[config.mk]
export PLATFORM = sky130hd
export DESIGN_NAME = mcs4_ram_chip
export DESIGN_NICKNAME = d
export VERILOG_FILES = /design/src/rtl/mcs4_ram_chip.sv
export SDC_FILE = /design/constraint.sdc
export NUM_CORES = 1
export LEC_CHECK = 0
export CORE_MARGIN = 2
export CORE_UTILIZATION = 45
export CTS_CLUSTER_DIAMETER = 150
export DETAILED_ROUTE_END_ITERATION = 16
export GPL_TIMING_DRIVEN = 0
export MAX_ROUTING_LAYER = met4
export SLEW_MARGIN = 30
export SYNTH_ARGS = -nofsm -noshare
export SYNTH_HDL_FRONTEND = slang
export SYNTH_SLANG_ARGS = --single-unit
[constraint.sdc]
create_clock -name clk -period 13.1 [get_ports clk]
set_input_delay 1.31 -clock clk [delete_from_list [all_inputs] [get_ports clk]]
set_output_delay 1.31 -clock clk [all_outputs]
set_load 0.005 [all_outputs]
[src/rtl/mcs4_ram_chip.sv]
// MCS-4 data-RAM chip (4002 equivalent) bus responder: 4 regs x (16 main + 4 status) nibbles.
// Optional host inspection port enabled by defining MCS4_RAM_DBG_PORT_EN.
module mcs4_ram_chip #(
    parameter logic [1:0] CHIP_ID = 2'd0
) (
    input  logic       clk,
    input  logic       rst,
    input  logic       sync_i,
    input  logic       cm_ram_i,
    input  logic [3:0] data_i,
    output logic [3:0] data_o,
    output logic       data_oe,
    output logic [3:0] port_o
`ifdef MCS4_RAM_DBG_PORT_EN
    ,
    input  logic [6:0] dbg_addr_i,
    output logic [3:0] dbg_data_o
`endif
);

    typedef enum logic [2:0] {PhA1, PhA2, PhA3, PhM1, PhM2, PhX1, PhX2, PhX3} phase_e;

    phase_e     phase_q, phase_d;
    logic       running_q, running_d;
    logic [3:0] opr_q, opr_d, opa_q, opa_d;
    logic       io_cmd_q, io_cmd_d;
    logic       src_x3_q, src_x3_d;
    logic       sel_q, sel_d;
    logic [1:0] ram_reg_q, ram_reg_d;
    logic [3:0] char_q, char_d;
    logic [3:0] data_q, data_d;
    logic       oe_q, oe_d;
    logic [3:0] port_q;
    logic       main_we, stat_we, port_we;

    logic [3:0] main_q   [4][16];
    logic [3:0] status_q [4][4];

    logic       early, dec, act, rd_main, rd_stat;
    logic [3:0] main_rd, stat_rd;

    // A sync outside X3 aborts the instruction in flight, including that cycle's decode.
    assign early   = sync_i && (phase_q != PhX3);
    assign dec     = running_q && !early;
    assign act     = dec && io_cmd_q && sel_q;
    assign rd_main = (opa_q == 4'b1001) || (opa_q == 4'b1000) || (opa_q == 4'b1011);
    assign rd_stat = (opa_q[3:2] == 2'b11);
    assign main_rd = main_q[ram_reg_q][char_q];
    assign stat_rd = status_q[ram_reg_q][opa_q[1:0]];

    always_comb begin
        phase_d   = phase_q;
        running_d = running_q;
        opr_d     = opr_q;
        opa_d     = opa_q;
        io_cmd_d  = io_cmd_q;
        src_x3_d  = src_x3_q;
        sel_d     = sel_q;
        ram_reg_d = ram_reg_q;
        char_d    = char_q;
        data_d    = data_q;
        oe_d      = 1'b0;
        main_we   = 1'b0;
        stat_we   = 1'b0;
        port_we   = 1'b0;

        if (sync_i) begin
            running_d = 1'b1;
            phase_d   = PhA1;
        end else if (running_q) begin
            phase_d = phase_e'(phase_q + 3'd1);
        end

        if (early) begin
            io_cmd_d = 1'b0;
            src_x3_d = 1'b0;
        end

        if (dec) begin
            unique case (phase_q)
                PhM1: opr_d = data_i;
                PhM2: begin
                    opa_d    = data_i;
                    io_cmd_d = cm_ram_i && (opr_q == 4'b1110);
                end
                PhX1: begin
                    if (act && (rd_main || rd_stat)) begin
                        oe_d   = 1'b1;
                        data_d = rd_main ? main_rd : stat_rd;
                    end
                end
                PhX2: begin
                    if (act) begin
                        main_we = (opa_q == 4'b0000);
                        port_we = (opa_q == 4'b0001);
                        stat_we = (opa_q[3:2] == 2'b01);
                    end
                    if (cm_ram_i) begin
                        sel_d    = (data_i[3:2] == CHIP_ID);
                        src_x3_d = 1'b1;
                        if (data_i[3:2] == CHIP_ID) ram_reg_d = data_i[1:0];
                    end
                end
                PhX3: begin
                    if (src_x3_q && sel_q) char_d = data_i;
                    src_x3_d = 1'b0;
                    io_cmd_d = 1'b0;
                end
                default: ;
            endcase
        end
    end

    always_ff @(posedge clk or posedge rst) begin
        if (rst) begin
            phase_q   <= PhA1;
            running_q <= 1'b0;
            opr_q     <= '0;
            opa_q     <= '0;
            io_cmd_q  <= 1'b0;
            src_x3_q  <= 1'b0;
            sel_q     <= 1'b0;
            ram_reg_q <= '0;
            char_q    <= '0;
            data_q    <= '0;
            oe_q      <= 1'b0;
            port_q    <= '0;
            for (int r = 0; r < 4; r++) begin
                for (int c = 0; c < 16; c++) main_q[r][c] <= '0;
                for (int s = 0; s < 4; s++) status_q[r][s] <= '0;
            end
        end else begin
            phase_q   <= phase_d;
            running_q <= running_d;
            opr_q     <= opr_d;
            opa_q     <= opa_d;
            io_cmd_q  <= io_cmd_d;
            src_x3_q  <= src_x3_d;
            sel_q     <= sel_d;
            ram_reg_q <= ram_reg_d;
            char_q    <= char_d;
            data_q    <= data_d;
            oe_q      <= oe_d;
            if (port_we) port_q <= data_i;
            if (main_we) main_q[ram_reg_q][char_q] <= data_i;
            if (stat_we) status_q[ram_reg_q][opa_q[1:0]] <= data_i;
        end
    end

    assign data_o  = data_q;
    assign data_oe = oe_q;
    assign port_o  = port_q;

`ifdef MCS4_RAM_DBG_PORT_EN
    assign dbg_data_o = dbg_addr_i[4] ? status_q[dbg_addr_i[6:5]][dbg_addr_i[1:0]]
                                      : main_q[dbg_addr_i[6:5]][dbg_addr_i[3:0]];
`endif

endmodule

Yosys cells after proc, flatten, opt, wreduce, memory -nomap -nowiden
Cells that the tools add are included.
W data, S select, Z words.
{"block": "word_totals", "reg_bits": 350, "latch_bits": 0, "ramBits": 0, "mem_bits_ro": 0, "input_bits": 8, "out_inout_bits": 9, "wordCells": 182, "mem_count": 0}
{"block": "op_classes", "add_sub_neg": 1, "mul": 0, "n_div": 0, "magnitude_cmp": 6, "eq_ne": 13, "shift": 0, "mux": 44, "bitwise": 3, "n_reduce_logical": 23}
{"operator": "$bwmux W256", "count": 1}
{"operator": "$mux W64", "count": 3}
{"operator": "$bmux W64 S2", "count": 1}
{"operator": "$demux W64 S2", "count": 1}
{"operator": "$bwmux W64", "count": 1}
{"operator": "$mux W16", "count": 3}
{"operator": "$bmux W16 S2", "count": 1}
{"operator": "$demux W16 S2", "count": 1}
{"operator": "$mux W4", "count": 7}
{"operator": "$mux W1", "count": 17}
{"operator": "$bmux W4 S4", "count": 1}
{"operator": "$demux W4 S4", "count": 1}
{"operator": "$eq A4 B4 Y1 const B", "count": 4}
{"operator": "$eq A3 B3 Y1 const B", "count": 4}
{"operator": "$logic_and A1 B1 Y1", "count": 10}
{"operator": "$reduce_and A3 Y1", "count": 3}
{"operator": "$bmux W4 S2", "count": 1}
{"operator": "$demux W4 S2", "count": 1}
{"operator": "$ge A3 B3 Y1 const B", "count": 2}
{"operator": "$lt A3 B1 Y1 const B", "count": 2}
{"operator": "$mux W3", "count": 2}
{"operator": "$not A2 Y3", "count": 2}
{"operator": "$ge A5 B5 Y1 const B", "count": 1}
{"operator": "$lt A5 B1 Y1 const B", "count": 1}
{"operator": "other kinds (15)", "count": 19}

Longest topological paths before layout
{"block": "logic_depth", "depth_word": 10, "depth_mapped": 9, "mapped_depth_nobuf": 7}

Least setup slack after synthesis
Ideal clock, no wire load.
{"block": "synth_timing", "path_kind": "input -> register", "from": "in sync_i", "to": "reg main_q[16] (netlist bit)", "setup_time_ns": 0.125, "arrival_time_ns": 3.195, "required_time_ns": 12.975, "setup_slack_ns": 9.781, "cell_stages": 6, "path_buffers": 1, "path_cell_list": "nor2b_4 or4b_1 buf_2 or4_4 nor2_4 mux2_2"}
{"block": "synth_between", "elab_chain_cells": 8}
{"item": "start, declared", "line_no": "8", "text": "input logic sync_i,"}
{"item": "$logic_and A1 B1 Y1 *", "line_no": "43", "text": "assign early = sync_i && (phase_q != PhX3);"}
{"item": "$logic_not A1 Y1 *", "line_no": "44", "text": "assign dec = running_q && !early;"}
{"item": "$logic_and A1 B1 Y1 *", "line_no": "44"}
{"item": "$logic_and A1 B1 Y1 (2 in a row)", "line_no": "45", "text": "assign act = dec && io_cmd_q && sel_q;"}
{"item": "$mux W1", "line_no": "93", "text": "if (act) begin"}
{"item": "$mux W1", "line_no": "80", "text": "unique case (phase_q)"}
{"item": "$mux W1 *", "line_no": "79", "text": "if (dec) begin"}
{"item": "end signal, assigned by index", "line_no": "145", "text": "if (main_we) main_q[ram_reg_q][char_q] <= data_i;"}
{"item": "end, declared", "line_no": "36", "text": "logic [3:0] main_q [4][16];"}
Every way passes the cells marked *; elsewhere a longest branch is shown, timed or not.
A chain may end at the register's enable or synchronous reset.

Worst setup path in the final report
{"block": "layout_timing", "from": "in sync_i", "to": "reg main_q[57] (netlist bit)"}
Same word-level chain as after synthesis.

==> Flow_metrics.wiki <==
{| class="wikitable"
! Metric !! Value
|-
| Top-level port count || 17
|-
| Standard cell area after detailed placement || 17300 µm²
|-
| Clock transition at the register clock pins on the worst setup and hold paths after CTS || 60 ps
|-
| Dominant cell type by area after synthesis || sky130_fd_sc_hd__dfrtp_1
|-
| Share of final-layout standard cells stronger than drive strength 1 || 0.4065
|-
| Number of buffer cells added on primary ports || 14
|-
| Row cnt || 70
|-
| Antenna violations before repair || 0
|-
| Count of vias placed by the detailed router || 10497
|-
| # setup viols final || 0
|-
| Peak ir drop on the vdd network || 0.00007454 V
|-
| Bufs on Longest Clock Path || 3
|-
| Horizontal die dimension || 195.1 µm
|-
| Smallest hold slack || 497.8 ps
|-
| Share of the clock period used by the worst path || 0.3185
|-
| Prevailing post-synth register cell || sky130_fd_sc_hd__dfrtp_1
|-
| Worst slew pin tran || 1037 ps
|-
| Fraction of synthesis flops using an asynchronous set or reset pin || 1.000
|-
| Combinational cell fraction of total power || 0.079
|-
| Worst Setup Start Kind || input pin
|-
| Area enclosed by the die boundary || 38080 µm²
|-
| Design Power || 2.353 mW
|-
| CTS root buffer || sky130_fd_sc_hd__clkbuf_16
|-
| Sequential share of the synthesized area || 0.5328
|-
| Sink count of the clock tree || 350
|-
| Final critical delay including setup and external delays || 4172 ps
|-
| Global-route total usage across every layer || 0.2758
|-
| Area growth, synth to finish || 12.85%
|-
| Fin. max-slew vios || 0
|-
| Routed wire length || 49370 µm
|-
| Number of synthesized flops with an enable pin || 0
|-
| CTS tree || built
|-
| CP max stage delay || 670 ps
|-
| Type of destination of the critical path || flip-flop
|-
| Synth cell types || 50
|-
| Total of fill cells in the finished design || 3176
|-
| Max-Slew Margin vs Limit || 0.3089
|-
| Share of power burned in registers || 0.470
|-
| Area of the mapped netlist || 16440 µm²
|-
| Max stage delay cell, worst path || sky130_fd_sc_hd__nor4_1
|-
| Unrepaired setup endpoints after global routing || false
|-
| Post-CTS Resized || 0
|-
| Leading cell types by count after synthesis || sky130_fd_sc_hd__dfrtp_1, sky130_fd_sc_hd__mux2_2, sky130_fd_sc_hd__nand2_1, sky130_fd_sc_hd__mux4_2, sky130_fd_sc_hd__clkbuf_1
|-
| Count of endpoints failing hold in the final timing report || 0
|-
| Worst endpoint data arrival time || 4570 ps
|-
| Setup ws final || 8928 ps
|-
| Number of buffers created by CTS || 38
|-
| Power per unit of standard cell area || 126.8 nW/µm²
|-
| Sum of overflow across all layers after global routing || 0
|-
| Number of global-route vias before repair || 10850
|-
| Most numerous cell on the critical path || sky130_fd_sc_hd__buf_2
|-
| Nets || 1247
|-
| Crit path max fanout || 10
|-
| Insertion delay to the later sink of the worst-skew pair || 530 ps
|-
| Die height || 195.1 µm
|-
| Minimum setup slack after placement || 8449 ps
|-
| Number of warnings printed during yosys synthesis || 0
|-
| Number of buffer and inverter instances along the worst setup path || 3
|-
| Wire length of the first global-routing pass || 73720 µm
|-
| Number of nets still failing antenna checks after routing || 0
|-
| Worst Hold Class || reg2reg
|-
| Leakage component of the power || 8.643 nW
|-
| Synthesized flop and latch total || 350
|-
| Drt pass-1 iters || 5
|-
| Critical setup path kind || in2reg
|-
| Number of buffers inserted by post-CTS setup repair || 0
|-
| Dpl hpwl || 33560 µm
|-
| Part of the total power dissipated in the clock network || 0.450
|-
| Result of the run || completed
|-
| N_diodes || 0
|-
| Data required, critical path || 13500 ps
|-
| Wirelength per Cell || 28.54 µm
|-
| Per-instance average area after synthesis || 13.99 µm²
|-
| Iteration-0 DRC Markers || 799
|-
| Largest net degree at the start of global routing || 91
|-
| Worst path cell trace || clkdlybuf4s50_1 -> nor2b_4 -> or4b_1 -> buf_2 -> nor4_1 -> buf_2 -> nand2_1 -> mux2_2
|-
| Final Skew || 13.16 ps
|-
| Share of the synthesized area in the top cell type || 0.5328
|-
| Gate Count Post-Synth || 1175
|-
| Max Fclk || 239.7 MHz
|-
| Internal power summed over all cells || 1.759 mW
|-
| Delay-heaviest family, CP || simple AND/OR/NAND/NOR gates
|-
| Library cell with the highest instance count after synthesis || sky130_fd_sc_hd__dfrtp_1
|-
| Initial Util || 0.4534
|-
| Net count after synthesis || 1189
|-
| Global placement routability congestion || 0.9506
|-
| Sum of negative setup slack || 0 ps
|-
| Number of violations of the max-capacitance limit || 0
|-
| Post-route DRC violation count || 0
|-
| Flop-to-flop setup slack || 9340 ps
|-
| H-tree level count || 2
|-
| Switching share of power || 0.2527
|-
| Number of buffers added to fix hold violations after cts || 0
|-
| Ranking of synthesized cells by area || sky130_fd_sc_hd__dfrtp_1, sky130_fd_sc_hd__mux2_2, sky130_fd_sc_hd__mux4_2
|-
| Post-route cell area || 18550 µm²
|-
| Net switching power || 594.6 µW
|-
| Core ar. || 36260 µm²
|-
| Number of vias per cell || 6.068
|}
==> metrics by stage <==
step / std cells / util
2_1_floorplan: 1175 / -
3_3_place_gp: 1657 / 0.4734
3_5_place_dp: 1661 / 0.4771
4_1_cts: 1730 / 0.5109
5_1_grt: 1730 / 0.5116
6_report: 1730 / 0.5116
==> layout make-up <==
| type | instances | area [µm²] | area share |
|---|---|---|---|
| flip-flops and latches | 350 | 8758 | 0.4721 |
| well taps | 468 | 585.6 | 0.03156 |
| inverters | 10 | 45.04 | 0.002428 |
| plain buffers | 81 | 337.8 | 0.01821 |
| repair buffers | 18 | 250.2 | 0.01349 |
| multi-input cells | 734 | 7348 | 0.3961 |
| clock inverters | 11 | 58.81 | 0.003170 |
| clock buffers | 58 | 1167 | 0.06293 |
==> worst reg2reg max path: cells and delay by family (launching register included) <==
family                 cells  cell delay (ps)
AOI/OAI and AO/OA          2              490
buffers and inverters      3             1730
DFF                        1              310
muxes                      1              390
and+or+nand+nor            2              670
==> power groups by stage <==
stage          Sequential (mW)  Combinational (mW)  Clock, mW
2_1_floorplan             1.12               0.110          0
3_3_place_gp              1.13               0.177          0
3_5_place_dp              1.13               0.183          0
4_1_cts                   1.11               0.183       1.07
5_1_grt                   1.11               0.202       1.11
6_report                  1.11               0.187       1.06
==> metal layers <==
layer,GRT usage,wire [µm]
met5,-,0
met4,0.1004,2027
met3,0.05734,3250
met2,0.4091,22230
met1,0.3778,21860
==> final timing paths <==
path,start,endpoint,cells after the start
min reg2reg,opr_q[0],opr_q[0],1
min in group asynchronous,rst,main_q[86],2
min,opr_q[0],opr_q[0],1
max in group asynchronous,rst,main_q[3],4
max reg2reg,ram_reg_q[1],data_o[3],8
max,sync_i,main_q[57],8
==> sequential cells by signal, summed over array words and instances, names as in the netlist, 2 cells and up <==
register	count
data_o	4
ram_reg_q	2
char_q	4
port_o	4
phase_q	3
main_q	256
opr_q	4
status_q	64
opa_q	4
==> cell usage in the layout, fill, tap and decap left out, types with 4 or more instances in the layout <==
master / instances
sky130_fd_sc_hd__and4_1: 4
sky130_fd_sc_hd__a21oi_1: 9
sky130_fd_sc_hd__clkbuf_16: 39
sky130_fd_sc_hd__nand3_1: 25
sky130_fd_sc_hd__clkbuf_8: 12
sky130_fd_sc_hd__a22oi_1: 16
sky130_fd_sc_hd__ha_1: 6
sky130_fd_sc_hd__nand2b_1: 6
sky130_fd_sc_hd__nor2_4: 5
sky130_fd_sc_hd__nor2b_1: 9
sky130_fd_sc_hd__nand4_1: 8
sky130_fd_sc_hd__nor3_1: 14
sky130_fd_sc_hd__buf_16: 4
sky130_fd_sc_hd__clkinv_2: 10
sky130_fd_sc_hd__inv_1: 8
sky130_fd_sc_hd__nor4_1: 5
sky130_fd_sc_hd__o21ai_0: 7
sky130_fd_sc_hd__nand2_1: 79
sky130_fd_sc_hd__a31oi_1: 6
sky130_fd_sc_hd__nor2_1: 38
sky130_fd_sc_hd__buf_2: 24
sky130_fd_sc_hd__dfrtp_1: 350
sky130_fd_sc_hd__clkdlybuf4s50_1: 14
sky130_fd_sc_hd__mux2i_1: 47
sky130_fd_sc_hd__mux4_2: 62
sky130_fd_sc_hd__clkbuf_1: 57
sky130_fd_sc_hd__buf_1: 4
sky130_fd_sc_hd__mux2_2: 341
==> cells by family after synthesis <==
kind of cell,Yosys count,synth area share
XOR/XNOR,1,0.0005329
adder cells (fa/ha/maj),6,0.004566
AND/OR/NAND/NOR,220,0.06865
multiplexers,450,0.3471
buffers and inverters,91,0.02253
AO/OA/AOI/OAI,57,0.02382
flip-flops,350,0.5328
Power figures use the tool's default switching activity.
